File: config.mk
export PLATFORM = sky130hd
export DESIGN_NAME = rgb_fade_sequencer
export DESIGN_NICKNAME = d
export VERILOG_FILES = /design/src/rtl/rgb_pkg.sv /design/src/rtl/rgb_step_timer.sv /design/src/rtl/rgb_fade_sequencer.sv
export SDC_FILE = /design/constraint.sdc
export NUM_CORES = 1
export LEC_CHECK = 0
export BUFFER_PORTS_ARGS = -buffer_cell sky130_fd_sc_hd__buf_2
export CORE_ASPECT_RATIO = 1.5
export CORE_UTILIZATION = 43
export CTS_CLUSTER_SIZE = 20
export DETAILED_ROUTE_END_ITERATION = 7
export PLACE_DENSITY = 0.75
export SLEW_MARGIN = 20
export SYNTH_ARGS = -nofsm -noshare
export SYNTH_HDL_FRONTEND = slang
export SYNTH_HIERARCHICAL = 1
export SYNTH_SLANG_ARGS = --single-unit
File: constraint.sdc
create_clock -name clk -period 1.97 [get_ports clk]
set_input_delay 0.0985 -clock clk [delete_from_list [all_inputs] [get_ports clk]]
set_output_delay 0.0985 -clock clk [all_outputs]
set_load 0.1 [all_outputs]
File: src/rtl/rgb_pkg.sv
// Shared types and constants for the RGB fade control path.
// Colour width, saturation value and fade FSM state encodings.
package rgb_pkg;

  localparam int RGB_W = 8;
  localparam logic [RGB_W-1:0] RGB_MAX = 8'hFF;

  typedef enum logic [2:0] {
    ST_IDLE = 3'd0,
    ST_LOAD = 3'd1,
    ST_UP   = 3'd2,
    ST_DOWN = 3'd3,
    ST_DONE = 3'd4
  } fade_state_e;

endpackage

File: src/rtl/rgb_step_timer.sv
// Phase step counter shared by the ramp-up and ramp-down phases; clear has priority over enable.
// tc is combinational from the registered count, so the FSM can leave a phase on its last cycle.
module rgb_step_timer #(
  parameter int STEP_W = 8
) (
  input  logic              clk,
  input  logic              rst,
  input  logic              clr,
  input  logic              en,
  input  logic [STEP_W-1:0] term,
  output logic [STEP_W-1:0] cnt,
  output logic              tc
);

  always_ff @(posedge clk or posedge rst) begin
    if (rst)
      cnt <= '0;
    else if (clr)
      cnt <= '0;
    else if (en)
      cnt <= cnt + 1'b1;
  end

  assign tc = en && (cnt == term);

endmodule

File: src/rtl/rgb_fade_sequencer.sv
// Fade controller for RGB_processor: load colour, add phase, subtract phase, repeat per loop count.
// Start-to-load-strobe latency 1 clk; all outputs registered from the next-state decode.
module rgb_fade_sequencer
  import rgb_pkg::*;
#(
  parameter int UP_STEPS   = 16,
  parameter int DOWN_STEPS = 16,
  parameter int STEP_W     = 8,
  parameter int LOOP_W     = 4
) (
  input  logic              clk,
  input  logic              rst,
  input  logic              start,
  input  logic              abort,
  input  logic [RGB_W-1:0]  cfg_r,
  input  logic [RGB_W-1:0]  cfg_g,
  input  logic [RGB_W-1:0]  cfg_b,
  input  logic [LOOP_W-1:0] cfg_loops,
  input  logic [RGB_W-1:0]  fb_r,
  input  logic [RGB_W-1:0]  fb_g,
  input  logic [RGB_W-1:0]  fb_b,
  output logic [RGB_W-1:0]  r_in,
  output logic [RGB_W-1:0]  g_in,
  output logic [RGB_W-1:0]  b_in,
  output logic              write_enable_init,
  output logic              s,
  output logic              busy,
  output logic              done,
  output logic [LOOP_W-1:0] loop_cnt,
  output logic [2:0]        state_o
);

  localparam logic [STEP_W-1:0] UP_TERM   = STEP_W'(UP_STEPS - 1);
  localparam logic [STEP_W-1:0] DOWN_TERM = STEP_W'(DOWN_STEPS - 1);

  fade_state_e       state_q, state_nxt;
  logic [LOOP_W-1:0] cfg_loops_q;
  logic [LOOP_W-1:0] loop_inc;
  logic [STEP_W-1:0] step_cnt;
  logic [STEP_W-1:0] step_term;
  logic              step_tc, tmr_en, tmr_clr;
  logic              up_guard, down_guard;
  logic              start_acc, down_exit;

  assign tmr_en    = (state_q == ST_UP) || (state_q == ST_DOWN);
  assign tmr_clr   = (state_nxt != state_q) || !tmr_en;
  assign step_term = (state_q == ST_DOWN) ? DOWN_TERM : UP_TERM;

  rgb_step_timer #(.STEP_W(STEP_W)) u_step_timer (
    .clk  (clk),
    .rst  (rst),
    .clr  (tmr_clr),
    .en   (tmr_en),
    .term (step_term),
    .cnt  (step_cnt),
    .tc   (step_tc)
  );

  // Feedback in the first cycle of a phase still reflects the previous phase, so guards wait one step.
  assign up_guard   = (step_cnt != '0) &&
                      ((fb_r == RGB_MAX) || (fb_g == RGB_MAX) || (fb_b == RGB_MAX));
  assign down_guard = (step_cnt != '0) && (fb_r == '0) && (fb_g == '0) && (fb_b == '0);

  assign loop_inc  = loop_cnt + 1'b1;
  assign start_acc = (state_q == ST_IDLE) && start && !abort;
  assign down_exit = (state_q == ST_DOWN) && (step_tc || down_guard) && !abort;

  always_comb begin
    state_nxt = state_q;
    case (state_q)
      ST_IDLE: if (start) state_nxt = ST_LOAD;
      ST_LOAD: state_nxt = ST_UP;
      ST_UP:   if (step_tc || up_guard) state_nxt = ST_DOWN;
      ST_DOWN: begin
        if (step_tc || down_guard) begin
          if ((cfg_loops_q != '0) && (loop_inc == cfg_loops_q))
            state_nxt = ST_DONE;
          else
            state_nxt = ST_UP;
        end
      end
      ST_DONE: state_nxt = ST_IDLE;
      default: state_nxt = ST_IDLE;
    endcase
    if (abort)
      state_nxt = ST_IDLE;
  end

  always_ff @(posedge clk or posedge rst) begin
    if (rst) begin
      state_q           <= ST_IDLE;
      write_enable_init <= 1'b0;
      s                 <= 1'b0;
      busy              <= 1'b0;
      done              <= 1'b0;
      r_in              <= '0;
      g_in              <= '0;
      b_in              <= '0;
      cfg_loops_q       <= '0;
      loop_cnt          <= '0;
    end else begin
      state_q           <= state_nxt;
      write_enable_init <= (state_nxt == ST_LOAD);
      s                 <= (state_nxt == ST_DOWN);
      busy              <= (state_nxt != ST_IDLE);
      done              <= (state_nxt == ST_DONE);
      if (start_acc) begin
        r_in        <= cfg_r;
        g_in        <= cfg_g;
        b_in        <= cfg_b;
        cfg_loops_q <= cfg_loops;
        loop_cnt    <= '0;
      end else if (down_exit) begin
        loop_cnt <= loop_inc;
      end
    end
  end

  assign state_o = state_q;

endmodule

### Word-level counts from Yosys, hierarchy flattened

Cells that the tools add are included.

| word-level totals | value |
|---|---|
| bits in registers | 47 |
| word-level logic and storage cells | 62 |

| operators by class | value |
|---|---|
| $add $sub $neg | 2 |
| equal/unequal tests | 12 |
| muxes and demuxes | 10 |
| reductions and logical operators | 27 |

Operators with widths:

| kind | number |
|---|---|
| $eq A8 B8 Y1 const B | 3 |
| $logic_not A8 Y1 | 3 |
| $mux W8 | 2 |
| $mux W3 | 5 |
| $pmux W3 S4 | 1 |
| $logic_and A1 B1 Y1 | 10 |
| $eq A3 B2 Y1 const B | 3 |
| $add A8 B1 Y8 const B | 1 |
| $eq A8 B4 Y1 const B | 1 |
| $mux W4 | 2 |
| $reduce_bool A8 Y1 | 1 |
| $eq A3 B1 Y1 const B | 2 |
| $logic_or A1 B1 Y1 | 6 |
| $add A4 B1 Y4 const B | 1 |
| $eq A4 B4 Y1 | 1 |
| $reduce_bool A2 Y1 | 2 |
| $reduce_bool A4 Y1 | 1 |
| $eq A3 B3 Y1 const B | 1 |
| $logic_not A3 Y1 | 1 |
| $ne A3 B3 Y1 | 1 |
| $reduce_bool A3 Y1 | 1 |
| $logic_not A1 Y1 | 2 |

### Longest topological paths before layout

Gate-level depths: netlist (run 1).

| depth | value |
|---|---|
| depth in word-level cells | 11 |
| depth in mapped cells | 12 |
| gate-level depth less buffers | 10 |

### Hierarchy

Netlist (run 1), hierarchy kept.

Modules (own cells, without submodules):

| module | instances | cells an instance | area an instance (um^2) | sequential area each (um^2) |
|---|---|---|---|---|
| rgb_fade_sequencer | 1 | 200 | 1778.0 | 975.9 |
| rgb_step_timer | 1 | 51 | 478.0 | 200.2 |

### Worst setup path after synthesis (run 1)

No wires, ideal clock.

| timing | value |
|---|---|
| path type | register to register |
| start point | reg state_q[1], in the netlist state_o[1] |
| end point | reg u_step_timer.cnt[0] |
| library setup time | 0.128 ns |
| arrival | 2.625 ns |
| path slack | -0.784 ns |
| cell stages (with the launch flop) | 13 |
| period minus slack after synthesis | 2.754 ns |
| cells stage by stage | dfrtp_1 nand2b_1 inv_1 buf_2 nand2_1 nor3_1 inv_1 a311oi_1 o31ai_1 nand2b_1 o32a_1 buf_1 nor2_1 |

| between the ends | value |
|---|---|
| cells in the longest elaborated chain, start to end | 10 |

RTL lines:

| element | line | text |
|---|---|---|
| from (decl) | rgb_fade_sequencer.sv:36 | `fade_state_e state_q, state_nxt;` |
| from (signal assigned) | rgb_fade_sequencer.sv:102 | `state_q <= state_nxt;` |
| $eq A3 B2 Y1 | rgb_fade_sequencer.sv:45 | `assign tmr_en = (state_q == ST_UP) \|\| (state_q == ST_DOWN);` |
| $logic_or A1 B1 Y1 (*) | rgb_fade_sequencer.sv:45 |  |
| named net tmr_en | rgb_fade_sequencer.sv:41 | `logic step_tc, tmr_en, tmr_clr;` |
| $logic_and A1 B1 Y1 (*) | rgb_step_timer.sv:24 | `assign tc = en && (cnt == term);` |
| named net step_tc | rgb_fade_sequencer.sv:41 |  |
| $logic_or A1 B1 Y1, on equally long branches | rgb_fade_sequencer.sv:75, rgb_fade_sequencer.sv:73 |  |
| $mux W3, on equally long branches | rgb_fade_sequencer.sv:75, rgb_fade_sequencer.sv:73 |  |
| $pmux W3 S4 (*) | rgb_fade_sequencer.sv:70 | `case (state_q)` |
| $mux W3 (*) | rgb_fade_sequencer.sv:85 | `if (abort)` |
| $ne A3 B3 Y1 (*) | rgb_fade_sequencer.sv:46 | `assign tmr_clr = (state_nxt != state_q) \|\| !tmr_en;` |
| $logic_or A1 B1 Y1 (*) | rgb_fade_sequencer.sv:46 |  |
| named net tmr_clr | rgb_fade_sequencer.sv:41 |  |
| $mux W8 / $reduce_bool A2 Y1 (equally long branches) | -- |  |
| to (signal assigned) | rgb_step_timer.sv:21 | `cnt <= cnt + 1'b1;` |
| to (decl) | rgb_step_timer.sv:11 | `output logic [STEP_W-1:0] cnt,` |

Mark *: on every way through the listed nets, which the timed path passes. The rest lies on a longest branch.
A chain may end at the register's enable or synchronous reset.

### Worst setup path after layout (run 1)

| timing | value |
|---|---|
| start point | reg u_step_timer.cnt[0] |
| end point | reg loop_cnt[3] |

RTL lines:

| element | line | text |
|---|---|---|
| $eq A8 B4 Y1 | rgb_step_timer.sv:24 |  |
| $logic_and A1 B1 Y1 | rgb_step_timer.sv:24 |  |
| named net step_tc | rgb_fade_sequencer.sv:41 |  |
| $logic_or A1 B1 Y1 | rgb_fade_sequencer.sv:66 | `assign down_exit = (state_q == ST_DOWN) && (step_tc \|\| down_guard) && !abort;` |
| $logic_and A1 B1 Y1 (2 in a row) | rgb_fade_sequencer.sv:66 |  |
| $reduce_bool A2 Y1 (no source line) | -- |  |
| to (signal assigned) | rgb_fade_sequencer.sv:114 | `loop_cnt <= loop_inc;` |
| to (decl) | rgb_fade_sequencer.sv:29 | `output logic [LOOP_W-1:0] loop_cnt,` |

The timed path passes the listed nets, and every way through them passes these cells.

==> results of run 1 <==
## metrics by stage
stage,cells,TNS (ps),utilization
after floorplan,257,-1940,-
after global placement,424,-104,0.601
after detailed placement,424,-1640,0.601
after CTS,463,-22.7,0.690
after global routing,464,-913,0.695
final,464,-2.31,0.695
## worst paths after layout
path,startpoint,end,slack [ps],depth (start not counted)
setup / recovery,u_step_timer/cnt[0]$_DFFE_PP0P_,loop_cnt[3]$_DFFE_PP0P_,-2,7
hold / removal,abort,busy$_DFF_PP0_,180,3
setup reg to reg,u_step_timer/cnt[0]$_DFFE_PP0P_,loop_cnt[3]$_DFFE_PP0P_,-2,7
hold reg to reg,g_in[3]$_DFFE_PP0P_,g_in[3]$_DFFE_PP0P_,470,2
max in group asynchronous,rst,state_o[1]$_DFF_PP0_,1030,4
min in group asynchronous,rst,r_in[3]$_DFFE_PP0P_,230,3
## worst min-delay path, stage by stage
cell	delay (ps)
buf_2	140
nor2_1	90
o31a_1	110
## final cells by class
class / count / area (um2) / area share
sequential: 47 / 1190 / 0.347
multi-input combinational: 193 / 1120 / 0.327
timing repair buffer: 144 / 928 / 0.271
tap: 66 / 82.6 / 0.0241
clock buffer: 7 / 76.3 / 0.0223
inverter: 6 / 22.5 / 0.00658
clock inverter: 1 / 5.00 / 0.00146
## logic make-up after synthesis
group,synth area share
other cells,0.00333
simple gates,0.288
xor+xnor,0.0660
compound gates,0.0499
flops,0.521
buf+inv,0.0338
fa+ha+maj,0.0111
mux,0.0266
## cell usage in the layout, fill, tap and decap left out, types with 2 or more instances in the layout
cell type	netlist	layout
buf_4	0	25
dfrtp_4	0	2
nor2b_1	3	2
xor2_1	5	5
or3_1	4	4
dlygate4sd3_1	0	29
dfrtp_1	47	41
nor3_1	3	2
a21oi_2	0	3
nand2_1	93	92
ha_1	2	2
inv_1	5	4
dfrtp_2	0	4
inv_2	1	2
o21ai_0	5	5
mux2i_1	6	6
nand4_1	10	10
clkbuf_1	5	2
nand3_1	5	5
nand2b_1	3	2
nor4_1	9	7
clkbuf_8	0	5
nor2_1	10	10
buf_2	3	90
xnor2_1	12	12
conb_1	2	8
## routing by layer
| layer | routed length [um] | vias to the layer above |
|---|---|---|
| met1 | 2470 | 1018 |
| met5 | 0 | - |
| li1 | - | 1123 |
| met4 | 113 | 0 |
| met2 | 3080 | 77 |
| met3 | 297 | 12 |
## registers in the layout, summed over array words and instances, names as in the netlist, 3 cells and up
register,flops
b_in,8
cfg_loops_q,4
g_in,8
loop_cnt,4
r_in,8
state_o,3
u_step_timer/cnt,8
## power by group through the flow
stage	clock network, mW	registers (mW)	logic [mW]
CTS	0.570	1.16	1.27
global route	0.607	1.18	1.34
finish	0.550	1.17	1.28
global placement	0	1.18	1.21
detailed placement	0	1.18	1.23
floorplan	0	1.96	0.199
## Yosys cell counts (all sizes together)
cell type | n | area, um2
nand2 | 93 | 349
dfrtp | 47 | 1180
xnor2 | 12 | 105
nand4 | 11 | 75.1
nor2 | 10 | 37.5
nor4 | 9 | 56.3
clkbuf | 6 | 23.8
inv | 6 | 22.5
mux2i | 6 | 60.1
buf | 5 | 30.0
nand3 | 5 | 25.0
o21ai | 5 | 25.0
xor2 | 5 | 43.8
a21oi | 4 | 20.0
or3 | 4 | 25.0
nand2b | 3 | 18.8
nor2b | 3 | 18.8
nor3 | 3 | 15.0
conb | 2 | 7.51
ha | 2 | 25.0
a21boi | 1 | 7.51
a221oi | 1 | 8.76
a311oi | 1 | 8.76
a41oi | 1 | 16.3
and4 | 1 | 8.76
nor4b | 1 | 8.76
o31a | 1 | 8.76
o31ai | 1 | 7.51
o32a | 1 | 10.0
or4 | 1 | 11.3
## timing repair
action                                  4_1_cts  5_1_grt
buffers inserted                              2        1
pin swaps                                     4        2
gates resized for setup                       9        2
hold buffers                                 29        0
endpoints found under the hold margin        39        0
endpoints found under the setup margin       12       34
==> flow_summary.yaml, run 1 <==
logic_synthesis:
  synthDistinctLibCells: 35
  yosysSeqAreaShare: 0.521
  syn_area_per_cell_um2: 8.99
  ys.warnings.count: 6
  synth.ff_latch_count: 47
  syn_area_mm2: 0.00226
  synth_cells: 251
placement:
  gp_congestion: 0.870
  dp_slack_ps: -218
  post-dp-hpwl_mm: 3.96
  dpl_cell_area_mm2: 0.00296
  port_buffers: 90
power:
  power.share.clock: 0.183
  seqPwrFrac: 0.389
  power_mw: 3.00
  comb_power_share: 0.428
  power.internal_mw: 1.59
  p_sw_mw: 1.41
  p_sw_frac: 0.469
  power.leakage_nw: 1.78
  power_density_mw_per_mm2: 877
  ir_drop_mv: 0.771
cts:
  cts_sinks: 47
  clock_path_buffers: 2
  cts_tree: "yes"
  clkLatencyLatePin_ps: 300
  cts.reportedPaths.clkPinSlew_ps: 80
  cts-htree-levels: 2
  cts_root_buf: "clkbuf_8"
  cts_made_buffers: 5
final_layout:
  fillers: 386
  stdcell_area_mm2: 0.00342
  diodes: 0
  drive_above_1_share: 0.367
  fin_nets: 455
  syn2layout_area_growth_pct: 51.7
timing:
  max_freq_mhz: 507
  hold_viol: 0
  setup_viol: 1
  post-route-period-util: 1.00
  layout_min_cycle_time_ps: 1970
  skew_ps: 6.90
  setup_ws_ps: -2.31
  slew_viol_final: 0
  hold_ws_ps: 181
  rsz0062_at_grt: "true"
critical_path:
  critPathBufInv: 1
  slowest_delay_ps: 530
  critPathSlowestCell: "or4_4"
  path_class: "reg -> reg"
  crit_path_max_fanout: 5
  worstPathRequired_ps: 2140
  critPathTopFamily: "simple AND/OR/NAND/NOR gates"
  cp_cell_sequence: "xnor2_1 -> nand4_1 -> nor3_4 -> a41oi_2 -> buf_4 -> or4_4 -> mux2i_1"
  worst_setup_path_end_kind: "register"
  start_kind: "register"
  critical_path_arrival_ps: 2150
floorplanning:
  coreArea_mm2: 0.00493
  rows: 31
  die-area_mm2: 0.00555
  io_pins: 91
  fp.dieW_um: 61.1
  dieHeight_um: 90.7
  start_util: 0.458
grt:
  met2_usage: 0.396
  grt_pass1_vias: 2202
  grt_usage: 0.231
  top_usage_layer: "met2"
  grt_overflow: 0
  grt_pass1_wl_mm: 9.60
  antenna_found_initial: 0
  met1_usage: 0.275
  grt_max_degree: 37
  met3_usage: 0.0444
drt:
  drt_first_iter_violations: 46
  drc: 0
  vias: 2230
  wl_per_cell_um: 12.8
  drtPass1Iterations: 4
  drt-total-wl_mm: 5.96
  ant_nets: 0
  avgViaCountPerCell: 4.81
run:
  drv_cap: 0
worst_hold_path:
  hp-class: "in -> reg"
run_status:
  failed_checks: "setup timing"
  status: "finished with violations"
Power figures use the tool's default switching activity.
==> run 2: changes to the inputs <==
Settings changed: ABC_AREA set to 1, CORE_UTILIZATION 43 to 45, PLACE_DENSITY 0.75 to 0.76, SLEW_MARGIN 20 to not set.
==> run 2 against run 1 <==
  * The flow still finishes with violations (setup timing)
  * Routed wire length up 3.9%
  * Global-route usage down 1.3 points
  * Count of clock-buffer cells in the layout is 1 lower
  * Sequential share of layout area is 2.3 points lower
  * Sequential power about the same
  * Cell area rose by 7.6%
  * Clock skew shrank 3.7 ps
  * Clock power grew 49%
  * Critical path type unchanged
==> flow_summary.yaml, run 2 <==
run_status:
  status: "finished with violations"
  failed_checks: "setup timing"
drt:
  avgViaCountPerCell: 4.53
  drtPass1Iterations: 4
  ant_nets: 0
  drt-total-wl_mm: 6.19
  wl_per_cell_um: 10.7
  drt_first_iter_violations: 41
  drc: 0
  vias: 2632
floorplanning:
  fp.dieW_um: 63.5
  coreArea_mm2: 0.00545
  io_pins: 91
  rows: 33
  start_util: 0.468
  die-area_mm2: 0.00598
  dieHeight_um: 94.2
placement:
  dp_slack_ps: -122
  dpl_cell_area_mm2: 0.00332
  post-dp-hpwl_mm: 4.54
  gp_congestion: 0.877
  dp_cells: 556
  port_buffers: 90
timing:
  rsz0062_at_grt: "true"
  layout_min_cycle_time_ps: 2100
  post-route-period-util: 1.07
  timing.setup.tns_ps: -883
  setup_viol: 11
  hold_ws_ps: 9.60
  hold_viol: 0
  setup_ws_ps: -133
  slew_viol_final: 0
  skew_ps: 3.21
  max_freq_mhz: 476
logic_synthesis:
  syn_area_mm2: 0.00255
  synth_area_leader_cell: "dfrtp_1"
  synth-main-ff-cell: "dfrtp_1"
  synth_top_family_by_area: "simple AND/OR/NAND/NOR gates"
  synthSimpleGateAreaFrac: 0.392
  synth.ff_latch_count: 47
  synth_commonest_cells: "154 x nand2_1, 53 x inv_1, 47 x dfrtp_1"
  yosysSeqAreaShare: 0.461
  async_reset_ff_frac: 1.00
  synth_cells: 369
  synthMuxAreaShare: 0
  syn_area_per_cell_um2: 6.91
  synth_most_common_cell: "nand2_1"
  synth_compound_area_frac: 0.0319
  ys.warnings.count: 6
  synth_xor_area_frac: 0.00687
  synthDistinctLibCells: 24
  synth_top_area_frac: 0.461
  synth_edf_count: 0
  synth_fa_ha_area_frac: 0.00981
  synth.area.top_cells: "dfrtp_1 46%, nand2_1 23%, inv_1 7.8%"
cts:
  clkLatencyLatePin_ps: 290
  cts_root_buf: "clkbuf_8"
  cts_sinks: 47
  cts_made_buffers: 5
  cts_tree: "yes"
  cts.reportedPaths.clkPinSlew_ps: 80
  clock_path_buffers: 2
  cts-htree-levels: 2
grt:
  grt_pass1_vias: 2553
  grt_max_degree: 40
  grt_pass1_wl_mm: 10.3
  grt_usage: 0.218
  antenna_found_initial: 0
  grt_overflow: 0
power:
  seqPwrFrac: 0.341
  comb_power_share: 0.425
  power_density_mw_per_mm2: 951
  ir_drop_mv: 0.785
  p_sw_mw: 1.59
  p_sw_frac: 0.455
  power.share.clock: 0.234
  power.leakage_nw: 2.12
  power.internal_mw: 1.91
critical_path:
  critPathLaunch: "loop_cnt[1]$_DFFE_PP0P_"
  reg2reg_slack_ps: -130
  worstSetupEndpoint: "u_step_timer/cnt[7]$_DFFE_PP0P_"
  r2r-end: "u_step_timer/cnt[7]$_DFFE_PP0P_"
  crit_path_max_fanout: 5
  start_kind: "register"
  worst_setup_path_end_kind: "register"
  path_class: "reg -> reg"
  r2r_cells: 16
  worstPathRequired_ps: 2190
  worstReg2RegStart: "loop_cnt[1]$_DFFE_PP0P_"
  critical_path_arrival_ps: 2330
final_layout:
  drive_above_1_share: 0.335
  syn2layout_area_growth_pct: 44.4
  multi_input_area_mm2: 0.00126
  fin_nets: 568
  register_area_mm2: 0.00119
  layout.cells.most_common_list: "150 x nand2_1, 90 x buf_2, 47 x inv_1, 40 x dfrtp_1, 35 x nor2_1"
  final_common_cell: "nand2_1"
  stdcell_area_mm2: 0.00368
  fin_cells: 581
  fillers: 469
  diodes: 0
run:
  drv_cap: 0
worst_hold_path:
  hp-class: "in -> reg"
==> run 2: how the worst min path moves through the flow <==
stage | slack (ps) | endpoint | from | cells past startpoint
finish | 10 | b_in[6]$_DFFE_PP0P_ | cfg_b[6] | 3
floorplan | -90 | u_step_timer/cnt[0]$_DFFE_PP0P_ | rst | 1
detailed placement | 80 | u_step_timer/cnt[6]$_DFFE_PP0P_ | rst | 2
global route | 1 | b_in[6]$_DFFE_PP0P_ | cfg_b[6] | 3
global placement | 80 | u_step_timer/cnt[6]$_DFFE_PP0P_ | rst | 2
CTS | 0.7 | b_in[6]$_DFFE_PP0P_ | cfg_b[6] | 3
==> run 2: metrics by stage <==
stage,utilization,power (mW)
floorplan,-,2.37
CTS,0.665,3.51
finish,0.675,3.50
global placement,0.610,2.64
global route,0.675,3.66
detailed placement,0.610,2.65
==> run 2: worst max-delay path: stages (launching register included) <==
cell,delay [ps]
dfrtp_4,510
ha_4,290
xnor2_2,100
nand2_1,60
nor2_1,100
nand2_1,70
nor2_2,120
nand3_2,100
nand2_2,80
nor2_2,50
nand3_4,90
nor2_4,60
nor2_4,120
nand3_1,80
nand2_1,60
inv_1,50
nor2_2,100
==> run 2: what timing repair did <==
action,4_1_cts,5_1_grt
setup buffers,3,2
setup endpoints to repair,8,11
hold endpoints to repair,58,0
gates resized for setup,9,18
hold buffers,12,0
pin swaps,5,8
==> run 2: power groups by stage <==
| stage | Sequential, mW | Clock, mW | Combinational [mW] |
|---|---|---|---|
| after global placement | 1.21 | 0 | 1.43 |
| final | 1.19 | 0.818 | 1.49 |
| after detailed placement | 1.21 | 0 | 1.45 |
| after CTS | 1.19 | 0.836 | 1.48 |
| after global routing | 1.21 | 0.883 | 1.57 |
| after floorplan | 2.09 | 0 | 0.283 |
==> run 2: kinds of logic after synthesis <==
group                      count (synthesis)
and+or+nand+nor                          238
buffers and inverters                     62
DFF                                       47
AOI/OAI and AO/OA                         16
xor gates and xnor gates                   2
adders and majority gates                  2
other                                      2
==> run 2: cell type report <==
class | count | area share
clock buffer | 6 | 0.0197
sequential | 47 | 0.325
inverter | 56 | 0.0598
timing repair buffer | 129 | 0.212
tap | 70 | 0.0238
multi-input combinational | 271 | 0.344
clock inverter | 2 | 0.0163
==> run 2: routing by layer <==
layer / GRT usage / routed length (um) / up-vias
li1: - / - / 1367
met3: 0.0267 / 248 / 10
met5: 0 / 0 / -
met4: 0.0720 / 92 / 0
met2: 0.438 / 3480 / 80
met1: 0.226 / 2380 / 1175
==> run 3: changes to the inputs <==
Settings changed: RECOVER_POWER set to 50.
==> run 3 against run 2 <==
  * The run still ends with setup timing left
  * Total power fell by 0.23%
  * Clock power barely moved
  * First-iteration DRC count fell by 2.4%
  * Via count fell by 0.38%
  * Worst setup slack barely moved
  * Worst hold slack got worse by 2.0 ps
  * Routed wire length fell by 0.13%
  * Count of clock-buffer cells in the layout did not move
  * Cell count did not move
  * Die area did not move
  * Sequential cell count did not move
  * Cell area fell by 0.48%
==> flow_summary.yaml, run 3 (same netlist as run 2, synthesis figures left out) <==
run_status:
  status: "finished with violations"
  failed_checks: "setup timing"
critical_path:
  start_kind: "register"
  slowest_delay_ps: 510
  crit_path_max_fanout: 5
  r2r_cells: 16
  critical_path_arrival_ps: 2330
  critPathTopFamily: "simple AND/OR/NAND/NOR gates"
  cp_cell_sequence: "ha_4 -> xnor2_2 -> nand2_1 -> nor2_1 -> nand2_1 -> nor2_2 -> nand3_2 -> nand2_2 -> nor2_2 -> nand3_4 -> nor2_4 -> nor2_4 -> nand3_1 -> nand2_1 -> inv_1 -> nor2_2"
  critPathSlowestCell: "dfrtp_4"
  critPathBufInv: 1
  path_depth: 16
  path_class: "reg -> reg"
  worst_setup_path_end_kind: "register"
  worstPathRequired_ps: 2200
power:
  seqPwrFrac: 0.342
  power_mw: 3.49
  power.leakage_nw: 2.08
  power_density_mw_per_mm2: 953
  p_sw_mw: 1.60
  power.share.clock: 0.235
  ir_drop_mv: 0.784
  power.internal_mw: 1.90
  p_sw_frac: 0.457
  comb_power_share: 0.423
floorplanning:
  rows: 33
  coreArea_mm2: 0.00545
  die-area_mm2: 0.00598
  start_util: 0.468
  dieHeight_um: 94.2
  fp.dieW_um: 63.5
  io_pins: 91
drt:
  wl_per_cell_um: 10.6
  drc: 0
  routed.top_layer: "met4"
  ant_nets: 0
  drt_first_iter_violations: 40
  drt-total-wl_mm: 6.19
  wl_met2_mm: 3.47
  drtPass1Iterations: 4
  vias: 2622
  drt-met1-wl_mm: 2.38
  avgViaCountPerCell: 4.51
  wl_met3_um: 236
final_layout:
  fillers: 473
  layout.cells.most_common_list: "150 x nand2_1, 78 x buf_2, 47 x inv_1, 40 x dfrtp_1, 35 x nor2_1"
  syn2layout_area_growth_pct: 43.7
  multi_input_area_mm2: 0.00126
  drive_above_1_share: 0.311
  diodes: 0
  register_area_mm2: 0.00119
  fin_nets: 568
  fin_util: 0.672
  final_common_cell: "nand2_1"
placement:
  gp_congestion: 0.877
  dp_slack_ps: -122
  port_buffers: 90
  post-dp-hpwl_mm: 4.54
timing:
  hold_viol: 0
  worst_pin_slew_ps: 1180
  slew_viol_final: 0
  post-route-period-util: 1.07
  max_freq_mhz: 476
  skew_ps: 2.66
  rsz0062_at_grt: "true"
  slew_headroom: 0.217
  layout_min_cycle_time_ps: 2100
  setup_viol: 11
  setup_ws_ps: -133
cts:
  clock_path_buffers: 2
  cts_tree: "yes"
  cts.reportedPaths.clkPinSlew_ps: 80
  clkLatencyLatePin_ps: 290
  cts_made_buffers: 5
  cts_root_buf: "clkbuf_8"
  cts-htree-levels: 2
  cts_sinks: 47
worst_hold_path:
  hold_path_depth: 3
  hp-class: "in -> reg"
grt:
  grt_usage: 0.218
  grt_pass1_vias: 2553
  grt_pass1_wl_mm: 10.3
  grt_max_degree: 40
  grt_overflow: 0
  antenna_found_initial: 0
run:
  drv_cap: 0
run 3: changes by cell type in the layout (fill, tap and decap cells not counted):
cell      delta
clkbuf_1    +12
clkbuf_2     +1
buf_2       -12
buf_4        -1
run 3: layout make-up:
type                       instances  area share
clock buffer                       6      0.0198
clock inverter                     2      0.0164
inverter                          56      0.0601
multi-input combinational        271       0.345
sequential                        47       0.326
tap                               70      0.0239
timing repair buffer             129       0.208
run 3: worst reg2reg max path, delay by kind of cell, from the launching register on:
family,cells,cell delay (ps)
flip-flops,1,510
buffers and inverters,1,50
adder cells (fa/ha/maj),1,290
AND/OR/NAND/NOR,13,1090
XOR/XNOR,1,110
run 3: power by group through the flow:
stage / registers [mW] / logic [mW] / clock network [mW]
final: 1.19 / 1.48 / 0.821
after global routing: 1.21 / 1.56 / 0.883
after CTS: 1.19 / 1.48 / 0.836
after detailed placement: 1.21 / 1.45 / 0
after global placement: 1.21 / 1.43 / 0
after floorplan: 2.09 / 0.283 / 0
run 3: what timing repair did:
action | in CTS | in global routing
resized for setup | 9 | 18
pin swaps | 5 | 8
setup buffers | 3 | 2
endpoints found under the hold margin | 58 | 0
endpoints found under the setup margin | 8 | 11
hold buffers | 12 | 0
run 3: through the flow:
| stage | cell area [um2] | cells | hold slack (ps) | TNS [ps] |
|---|---|---|---|---|
| detailed placement | 3320 | 556 | 79.8 | -816 |
| global route | 3660 | 581 | 1.43 | -2170 |
| finish | 3660 | 581 | 7.56 | -881 |
| CTS | 3620 | 579 | 0.747 | -264 |
| global placement | 3320 | 556 | 78.1 | -410 |
| floorplan | 2650 | 380 | -85.8 | -935 |
run 3: routing by layer:
| metal | global-route usage | up-vias |
|---|---|---|
| met3 | 0.0267 | 10 |
| met2 | 0.438 | 75 |
| met1 | 0.226 | 1169 |
| met5 | 0 | - |
| li1 | - | 1368 |
| met4 | 0.0720 | 0 |
run 3: worst paths after layout:
kind	endpoint	slack, ps	from
max	u_step_timer/cnt[7]$_DFFE_PP0P_	-130	loop_cnt[1]$_DFFE_PP0P_
min	cfg_loops_q[3]$_DFFE_PP0P_	8	cfg_loops[3]
max reg2reg	u_step_timer/cnt[7]$_DFFE_PP0P_	-130	loop_cnt[1]$_DFFE_PP0P_
min reg2reg	g_in[5]$_DFFE_PP0P_	480	g_in[5]$_DFFE_PP0P_
max in group asynchronous	state_o[1]$_DFF_PP0_	660	rst
min in group asynchronous	u_step_timer/cnt[6]$_DFFE_PP0P_	300	rst
